===== src/rtl/uart_rx.sv =====
`default_nettype none
// ============================================================================
// Module      : uart_rx
// Description : UART serial receiver. Recovers start/data/[parity]/stop
//               frames from an asynchronous rx line and hands each received
//               word to the consumer through a single-entry valid/ready
//               output register that carries framing and parity error flags.
//               Bit timing comes from a per-state sample counter that is
//               cleared on every state entry. Sampling is therefore
//               phase-aligned to each start edge rather than to a
//               free-running baud tick.
// Revision    : 1.0 - initial release
// ----------------------------------------------------------------------------
// Ports:
//   clk        in   1          system clock, rising-edge active
//   reset      in   1          synchronous active-high reset
//   rx         in   1          asynchronous serial input, idles high
//   rx_data    out  DATA_BITS  received word, right-aligned (valid w/ rx_valid)
//   rx_valid   out  1          output register holds an unconsumed frame
//   rx_ready   in   1          consumer accepts when rx_valid & rx_ready
//   frame_err  out  1          stop bit sampled low (qualified by rx_valid)
//   parity_err out  1          parity mismatch (qualified by rx_valid)
//   overrun    out  1          one-cycle pulse: completed frame dropped
//   busy       out  1          receiver FSM is not idle
// ============================================================================
module uart_rx #(
    parameter int CLKS_PER_BIT = 868,
    parameter int DATA_BITS    = 8,
    parameter int PARITY_EN    = 0,
    parameter int PARITY_ODD   = 0
) (
    input  logic                 clk,
    input  logic                 reset,
    input  logic                 rx,
    output logic [DATA_BITS-1:0] rx_data,
    output logic                 rx_valid,
    input  logic                 rx_ready,
    output logic                 frame_err,
    output logic                 parity_err,
    output logic                 overrun,
    output logic                 busy
);

    // ------------------------------------------------------------------
    // Constants
    // ------------------------------------------------------------------
    localparam int c_CW = $clog2(CLKS_PER_BIT);
    localparam int c_BW = $clog2(DATA_BITS);

    // Terminal counts: half a bit to reach the middle of the start bit,
    // then a full bit period to reach the middle of every following bit.
    localparam logic [c_CW-1:0] c_HALF_M1 = c_CW'(CLKS_PER_BIT / 2 - 1);
    localparam logic [c_CW-1:0] c_FULL_M1 = c_CW'(CLKS_PER_BIT - 1);
    localparam logic [c_BW-1:0] c_LAST_BIT = c_BW'(DATA_BITS - 1);
    localparam logic            c_PEN  = (PARITY_EN != 0);
    localparam logic            c_PODD = (PARITY_ODD != 0);

    // ------------------------------------------------------------------
    // State encoding
    // ------------------------------------------------------------------
    typedef enum logic [2:0] {
        S_IDLE   = 3'd0,
        S_START  = 3'd1,
        S_DATA   = 3'd2,
        S_PARITY = 3'd3,
        S_STOP   = 3'd4,
        S_BREAK  = 3'd5
    } state_t;

    state_t                r_state;
    state_t                w_next;

    logic                  r_sync1;
    logic                  r_sync2;
    logic                  w_rx_s;

    logic [c_CW-1:0]       r_cnt;
    logic                  w_strobe;
    logic                  w_counting;
    logic                  w_entry;

    logic [c_BW-1:0]       r_bit_cnt;
    logic [DATA_BITS-1:0]  r_shift;
    logic                  r_par_pend;
    logic                  w_par_exp;

    logic                  w_commit;
    logic                  w_load;

    logic [DATA_BITS-1:0]  r_data;
    logic                  r_valid;
    logic                  r_ferr;
    logic                  r_perr;
    logic                  r_ovr;

    // ------------------------------------------------------------------
    // Two-flop synchronizer. Resets to the idle (high) line level so that
    // leaving reset never looks like a start edge.
    // ------------------------------------------------------------------
    always_ff @(posedge clk) begin
        if (reset) begin
            r_sync1 <= 1'b1;
            r_sync2 <= 1'b1;
        end else begin
            r_sync1 <= rx;
            r_sync2 <= r_sync1;
        end
    end

    assign w_rx_s = r_sync2;

    // ------------------------------------------------------------------
    // Sample strobe: fires on the terminal count of the current state.
    // ------------------------------------------------------------------
    always_comb begin
        w_strobe   = 1'b0;
        w_counting = 1'b0;
        case (r_state)
            S_START: begin
                w_counting = 1'b1;
                w_strobe   = (r_cnt == c_HALF_M1);
            end
            S_DATA, S_PARITY, S_STOP: begin
                w_counting = 1'b1;
                w_strobe   = (r_cnt == c_FULL_M1);
            end
            default: begin
                w_counting = 1'b0;
                w_strobe   = 1'b0;
            end
        endcase
    end

    // ------------------------------------------------------------------
    // Next-state logic
    // ------------------------------------------------------------------
    always_comb begin
        w_next = r_state;
        case (r_state)
            S_IDLE: begin
                if (!w_rx_s) begin
                    w_next = S_START;
                end
            end
            S_START: begin
                // A line that is back high at mid-start-bit was a glitch.
                if (w_strobe) begin
                    w_next = w_rx_s ? S_IDLE : S_DATA;
                end
            end
            S_DATA: begin
                if (w_strobe && (r_bit_cnt == c_LAST_BIT)) begin
                    w_next = c_PEN ? S_PARITY : S_STOP;
                end
            end
            S_PARITY: begin
                if (w_strobe) begin
                    w_next = S_STOP;
                end
            end
            S_STOP: begin
                // A low stop bit may be a break condition; wait it out so the
                // held-low line is not mistaken for a stream of start bits.
                if (w_strobe) begin
                    w_next = w_rx_s ? S_IDLE : S_BREAK;
                end
            end
            S_BREAK: begin
                if (w_rx_s) begin
                    w_next = S_IDLE;
                end
            end
            default: begin
                w_next = S_IDLE;
            end
        endcase
    end

    assign w_entry = (w_next != r_state);

    always_ff @(posedge clk) begin
        if (reset) begin
            r_state <= S_IDLE;
        end else begin
            r_state <= w_next;
        end
    end

    // ------------------------------------------------------------------
    // Sample counter. Cleared on state entry and on each strobe so that
    // consecutive data bits stay exactly one bit period apart.
    // ------------------------------------------------------------------
    always_ff @(posedge clk) begin
        if (reset) begin
            r_cnt <= '0;
        end else if (w_entry || w_strobe) begin
            r_cnt <= '0;
        end else if (w_counting) begin
            r_cnt <= r_cnt + 1'b1;
        end
    end

    // ------------------------------------------------------------------
    // Data path: bit counter, shift register, pending parity error
    // ------------------------------------------------------------------
    assign w_par_exp = (^r_shift) ^ c_PODD;

    always_ff @(posedge clk) begin
        if (reset) begin
            r_bit_cnt  <= '0;
            r_shift    <= '0;
            r_par_pend <= 1'b0;
        end else begin
            if (w_entry) begin
                r_bit_cnt <= '0;
            end else if ((r_state == S_DATA) && w_strobe) begin
                r_bit_cnt <= r_bit_cnt + 1'b1;
            end

            // LSB arrives first: shift right, new bit enters at the MSB.
            // After DATA_BITS shifts the word is right-aligned.
            if ((r_state == S_DATA) && w_strobe) begin
                r_shift <= {w_rx_s, r_shift[DATA_BITS-1:1]};
            end

            if ((r_state == S_IDLE) && (w_next == S_START)) begin
                r_par_pend <= 1'b0;
            end else if (c_PEN && (r_state == S_PARITY) && w_strobe &&
                         (w_rx_s != w_par_exp)) begin
                r_par_pend <= 1'b1;
            end
        end
    end

    // ------------------------------------------------------------------
    // Output register. A frame is committed at the stop-bit strobe; it is
    // accepted if the register is empty or being drained in the same cycle,
    // otherwise it is dropped and overrun pulses.
    // ------------------------------------------------------------------
    assign w_commit = (r_state == S_STOP) && w_strobe;
    assign w_load   = w_commit && (!r_valid || rx_ready);

    always_ff @(posedge clk) begin
        if (reset) begin
            r_data  <= '0;
            r_valid <= 1'b0;
            r_ferr  <= 1'b0;
            r_perr  <= 1'b0;
            r_ovr   <= 1'b0;
        end else begin
            r_ovr <= w_commit && !w_load;
            if (w_load) begin
                r_data  <= r_shift;
                r_ferr  <= !w_rx_s;
                r_perr  <= r_par_pend;
                r_valid <= 1'b1;
            end else if (r_valid && rx_ready) begin
                r_valid <= 1'b0;
            end
        end
    end

    assign rx_data    = r_data;
    assign rx_valid   = r_valid;
    assign frame_err  = r_ferr;
    assign parity_err = r_perr;
    assign overrun    = r_ovr;
    assign busy       = (r_state != S_IDLE);

endmodule
`default_nettype wire


===== config.mk =====
export PLATFORM = sky130hd
export DESIGN_NAME = uart_rx
export DESIGN_NICKNAME = d
export VERILOG_FILES = /design/src/rtl/uart_rx.sv
export SDC_FILE = /design/constraint.sdc
export NUM_CORES = 1
export LEC_CHECK = 0
export CAP_MARGIN = 5
export CORE_ASPECT_RATIO = 0.75
export CORE_UTILIZATION = 45
export DETAILED_ROUTE_END_ITERATION = 8
export MAX_ROUTING_LAYER = met4
export PLACE_DENSITY_LB_ADDON = 0.1
export SETUP_SLACK_MARGIN = 0.5
export SLEW_MARGIN = 20
export SYNTH_ARGS = -nofsm -noshare
export SYNTH_HDL_FRONTEND = slang
export SYNTH_SLANG_ARGS = --single-unit

===== constraint.sdc =====
create_clock -name clk -period 1.9 [get_ports clk]
set_clock_uncertainty 0.15 [all_clocks]
set_input_delay 0.285 -clock clk [delete_from_list [all_inputs] [get_ports clk]]
set_output_delay 0.285 -clock clk [all_outputs]
set_load 0.05 [all_outputs]

Word-level counts from Yosys, hierarchy flattened
Cells that the tools add are included.

storage, ports and cells
  output and inout bits = 13
  input port bits = 4
  word-level logic and storage cells = 52
  register bits after elaboration = 37

operators by class
  equality and inequality tests = 9
  reduce and logical (&&, ||, !) cells = 18
  mux-type cells = 13
  $add $sub $neg = 2

operator list
  kind                                            count
  2-to-1 mux 3 bit                                7
  case mux 3 bit (6 select lines)                 1
  adder 10 x 1 -> 10 bit, second input constant   1
  == test 10 bit, second input constant           1
  == test 10 x 9 -> 1 bit, second input constant  1
  == test 3 bit, second input constant            3
  == test 3 x 2 -> 1 bit, second input constant   2
  logical AND 1 bit                               6
  OR reduction 2 bit                              2
  OR reduction 4 bit                              1
  adder 3 x 1 -> 3 bit, second input constant     1
  == test 3 x 1 -> 1 bit, second input constant   1
  logical NOT 1 bit                               3
  logical NOT 3 bit                               1
  2-to-1 mux 1 bit                                3
  != test 3 bit                                   1
  nonzero test 3 bit                              1
  OR reduction 3 bit                              1
  logical OR 1 bit                                2
  2-to-1 mux 2 bit                                1
  case mux 1 bit (2 select lines)                 1
  nonzero test 2 bit                              1

Depth between registers and ports, before layout
  depth after elaboration = 9
  gate-level depth with buffers = 7
  gate-level depth less buffers = 7

Worst setup path before layout
No wires, ideal clock.

  kind = flip-flop to flip-flop
  start point = reg r_bit_cnt[0]
  end point = reg r_cnt[1]
  buffers on the path = 0
  data required time = 1.676 ns
  library setup time = 0.074 ns
  data arrival time = 1.838 ns
  setup slack = -0.162 ns
  cell stages (with the launch flop) = 8
  clock period less this slack = 2.062 ns
  cell sequence = dfxtp_1 -> ha_1 -> ha_1 -> or2_1 -> and2_4 -> a2111oi_4 -> nand3_4 -> nor3_2

between the ends
  cells in the longest elaborated chain, start to end = 7

RTL lines
  item                             line  RTL
  start, declared                  82    logic [c_BW-1:0] r_bit_cnt;
  start signal, assigned           217   r_bit_cnt <= r_bit_cnt + 1'b1;
  == test 3 bit                    152   if (w_strobe && (r_bit_cnt == c_LAST_BIT)) begin
  logical AND 1 bit                152
  2-to-1 mux 3 bit                 152
  case mux 3 bit (6 select lines)  139   case (r_state)
  != test 3 bit                    179   assign w_entry = (w_next != r_state);
  logical OR 1 bit                 196   end else if (w_entry || w_strobe) begin
  OR reduction 2 bit (no line)     --
  end signal, assigned             199   r_cnt <= r_cnt + 1'b1;
  end, declared                    77    logic [c_CW-1:0] r_cnt;

No other way between the ends.
A chain may end at the register's enable or synchronous reset.

Worst setup path in the final report
  start point = reg r_bit_cnt[1]
  end point = reg r_cnt[8]

The elaborated chain is that of the path after synthesis.

==> impl_metrics.ini <==
[timing]
min_period_ns = 2.11
rsz0062_at_grt = yes
fmax_mhz = 474
setup_violations = 13
setup_ws_ns = -0.207
worstMarginPinSlew_ns = 0.521
post-route-period-util = 1.11
tns_ns = -1.89
hold_viol = 0
slew_headroom = 0.650
whs_ns = 0.271
report.final.slew_viol_count = 0

[status]
violations = setup timing
status = complete, but fails checks

[worst_setup_path]
criticalPathCategory = flip-flop to flip-flop
crit_arrival_ns = 2.18
cp_slowest_stage_delay_ns = 0.38
endpoint_kind = flip-flop
crit_family = simple AND/OR/NAND/NOR gates
start_kind = flip-flop
critPathSlowestCell = a2111oi_4
crit_fanout = 8
cp.required_ns = 1.97
crit_buf_inv = 0
crit_path_frequent_cell = ha_4
crit_chain = ha_4 > ha_4 > or2_4 > and2_4 > a2111oi_4 > nand3_4 > nor3_2

[pwr]
powerDensity_nw_per_um2 = 602
internal_power_mw = 1.10
p_leak_nw = 0.873
seqPwrFrac = 0.544
p_clk_frac = 0.401
p_switching_uw = 336
p_sw_frac = 0.233
p_comb_frac = 0.055
irDropWorstVdd_v = 0.000396

[route]
post_drt_wl_per_cell_um = 15.3
vias_per_cell = 5.39
antenna_left = 0
wirelength_mm = 4.17
first_pass_iters = 4
num_vias = 1472
drtIter0Drc = 53
drc = 0

[synthesis]
avgSynthCellArea_um2 = 10.2
ys_top_cells_by_area = dfxtp_1 40%, mux2i_1 11%, nor3_2 5.4%
synth-edff-count = 0
synth_async_sr_flop_share = 0
synth_top_area_frac = 0.402
ys_ff_latch = 37
yosysSeqAreaShare = 0.402
ys.flop_type = dfxtp_1
synth_area_um2 = 1840
yosys.cell_types.count = 50
synth.most_common_cell = dfxtp_1
syn_nets = 187
ys_warn_count = 0
synth_top_area_cell = dfxtp_1
syn_inst = 180
synthTopCellsByCount = 37 x dfxtp_1, 22 x nor2_1, 21 x mux2i_1

[floorplan]
die_w_um = 75.9
num_rows = 19
pin_count = 17
core_area_um2 = 3780
start_util = 0.488
dieArea_um2 = 4360
die_h_um = 57.4

[place]
detailed_place_hpwl_mm = 2.80
place_ws_ns = -0.148
gp_congestion = 0.886
port_buffers = 15
place_area_um2 = 2160

[global_route]
grt.total_usage = 0.219
grt_max_degree = 25
antenna_found_initial = 0
busiest_layer = met2
use_met2 = 0.317
grt_pass1_wl_mm = 6.73
grtUsageMet1 = 0.288
use_met3 = 0.0530
grt_pass1_vias = 1399
gr-total-overflow = 0

[cells_and_area]
nNetsFinal = 227
area_delta_synth_final_pct = 29.7
drive_gt1_frac = 0.439
utilization = 0.632
stdcell_area_um2 = 2390
antenna_cells = 0

[clocking]
cts_inserted_buffers = 5
clockRootBuffer = clkbuf_8
cts.clk_slew.worst_paths_ns = 0.07
cts_sinks = 37
h-tree-depth = 2
cts_tree = built
cts.path.max_buffers = 2
clk_latency_ns = 0.30

[min_path]
hp-class = flip-flop to flip-flop

[flow_run]
maxCapViolations = 0
-- path summary, 6_finish.rpt --
kind                start  endpoint  slack [ns]  cells past startpoint
max          r_bit_cnt[1]  r_cnt[8]       -0.21                      7
min               r_sync1   r_sync2        0.27                      1
max reg2reg  r_bit_cnt[1]  r_cnt[8]       -0.21                      7
min reg2reg       r_sync1   r_sync2        0.27                      1
-- power groups by stage --
stage          Combinational [mW]  Clock, mW  Sequential, mW
4_1_cts                    0.0741      0.589           0.785
5_1_grt                    0.0851      0.619           0.784
3_5_place_dp               0.0705          0           0.803
6_report                   0.0794      0.577           0.783
2_1_floorplan              0.0515          0           0.802
3_3_place_gp               0.0684          0           0.803
-- layer usage --
metal  up-vias  part of all wire
met5         -                 0
met4         0             0.017
met3         8             0.052
met2        35              0.43
met1       708              0.50
li1        721                 -
-- logic make-up after synthesis --
family	count (synthesis)	share of synthesized area
fa+ha+maj	3	0.0204
simple gates	78	0.282
buf+inv	13	0.0434
mux	21	0.114
flops	37	0.402
compound gates	17	0.0889
xor+xnor	10	0.0475
other cells	1	0.00203
-- through the flow --
step	total power, mW	std cells
floorplan	0.853	180
global placement	0.871	255
detailed placement	0.873	255
CTS	1.45	268
global route	1.49	273
finish	1.44	273
-- what timing repair did --
action / in CTS / in global routing
setup endpoints to repair: 35 / 36
setup buffers: 4 / 4
endpoints found under the hold margin: 0 / 0
hold buffers: 0 / 0
cloned: 1 / 1
gates resized for setup: 12 / 14
pin swaps: 5 / 7
-- sequential cells by signal (all words and copies together) (netlist names) --
register   count
frame_err      1
overrun        1
r_bit_cnt      3
r_cnt         10
r_shift        8
r_state        3
r_sync1        1
r_sync2        1
rx_data        8
rx_valid       1
-- final cells by class --
cell class	count	area [µm²]
inverter	2	7.51
sequential	37	753
timing repair buffer	42	344
clock buffer	6	82.6
fill	305	1390
multi-input combinational	132	1120
clock inverter	2	13.8
tap	52	65.1
-- cell usage in the layout (no fill, tap or decap), drive strengths merged, types with 3 or more instances in the layout --
master         count
nor3              18
clkdlybuf4s50      3
xnor2              8
dfxtp             37
o21ai              4
clkbuf             6
and4bb             3
buf               39
nand3              5
ha                 3
and3               4
nor2              22
or2                3
mux2i             21
nand4              3
and2               3
nand2              7
No activity file was read; power rests on OpenSTA's default activity.
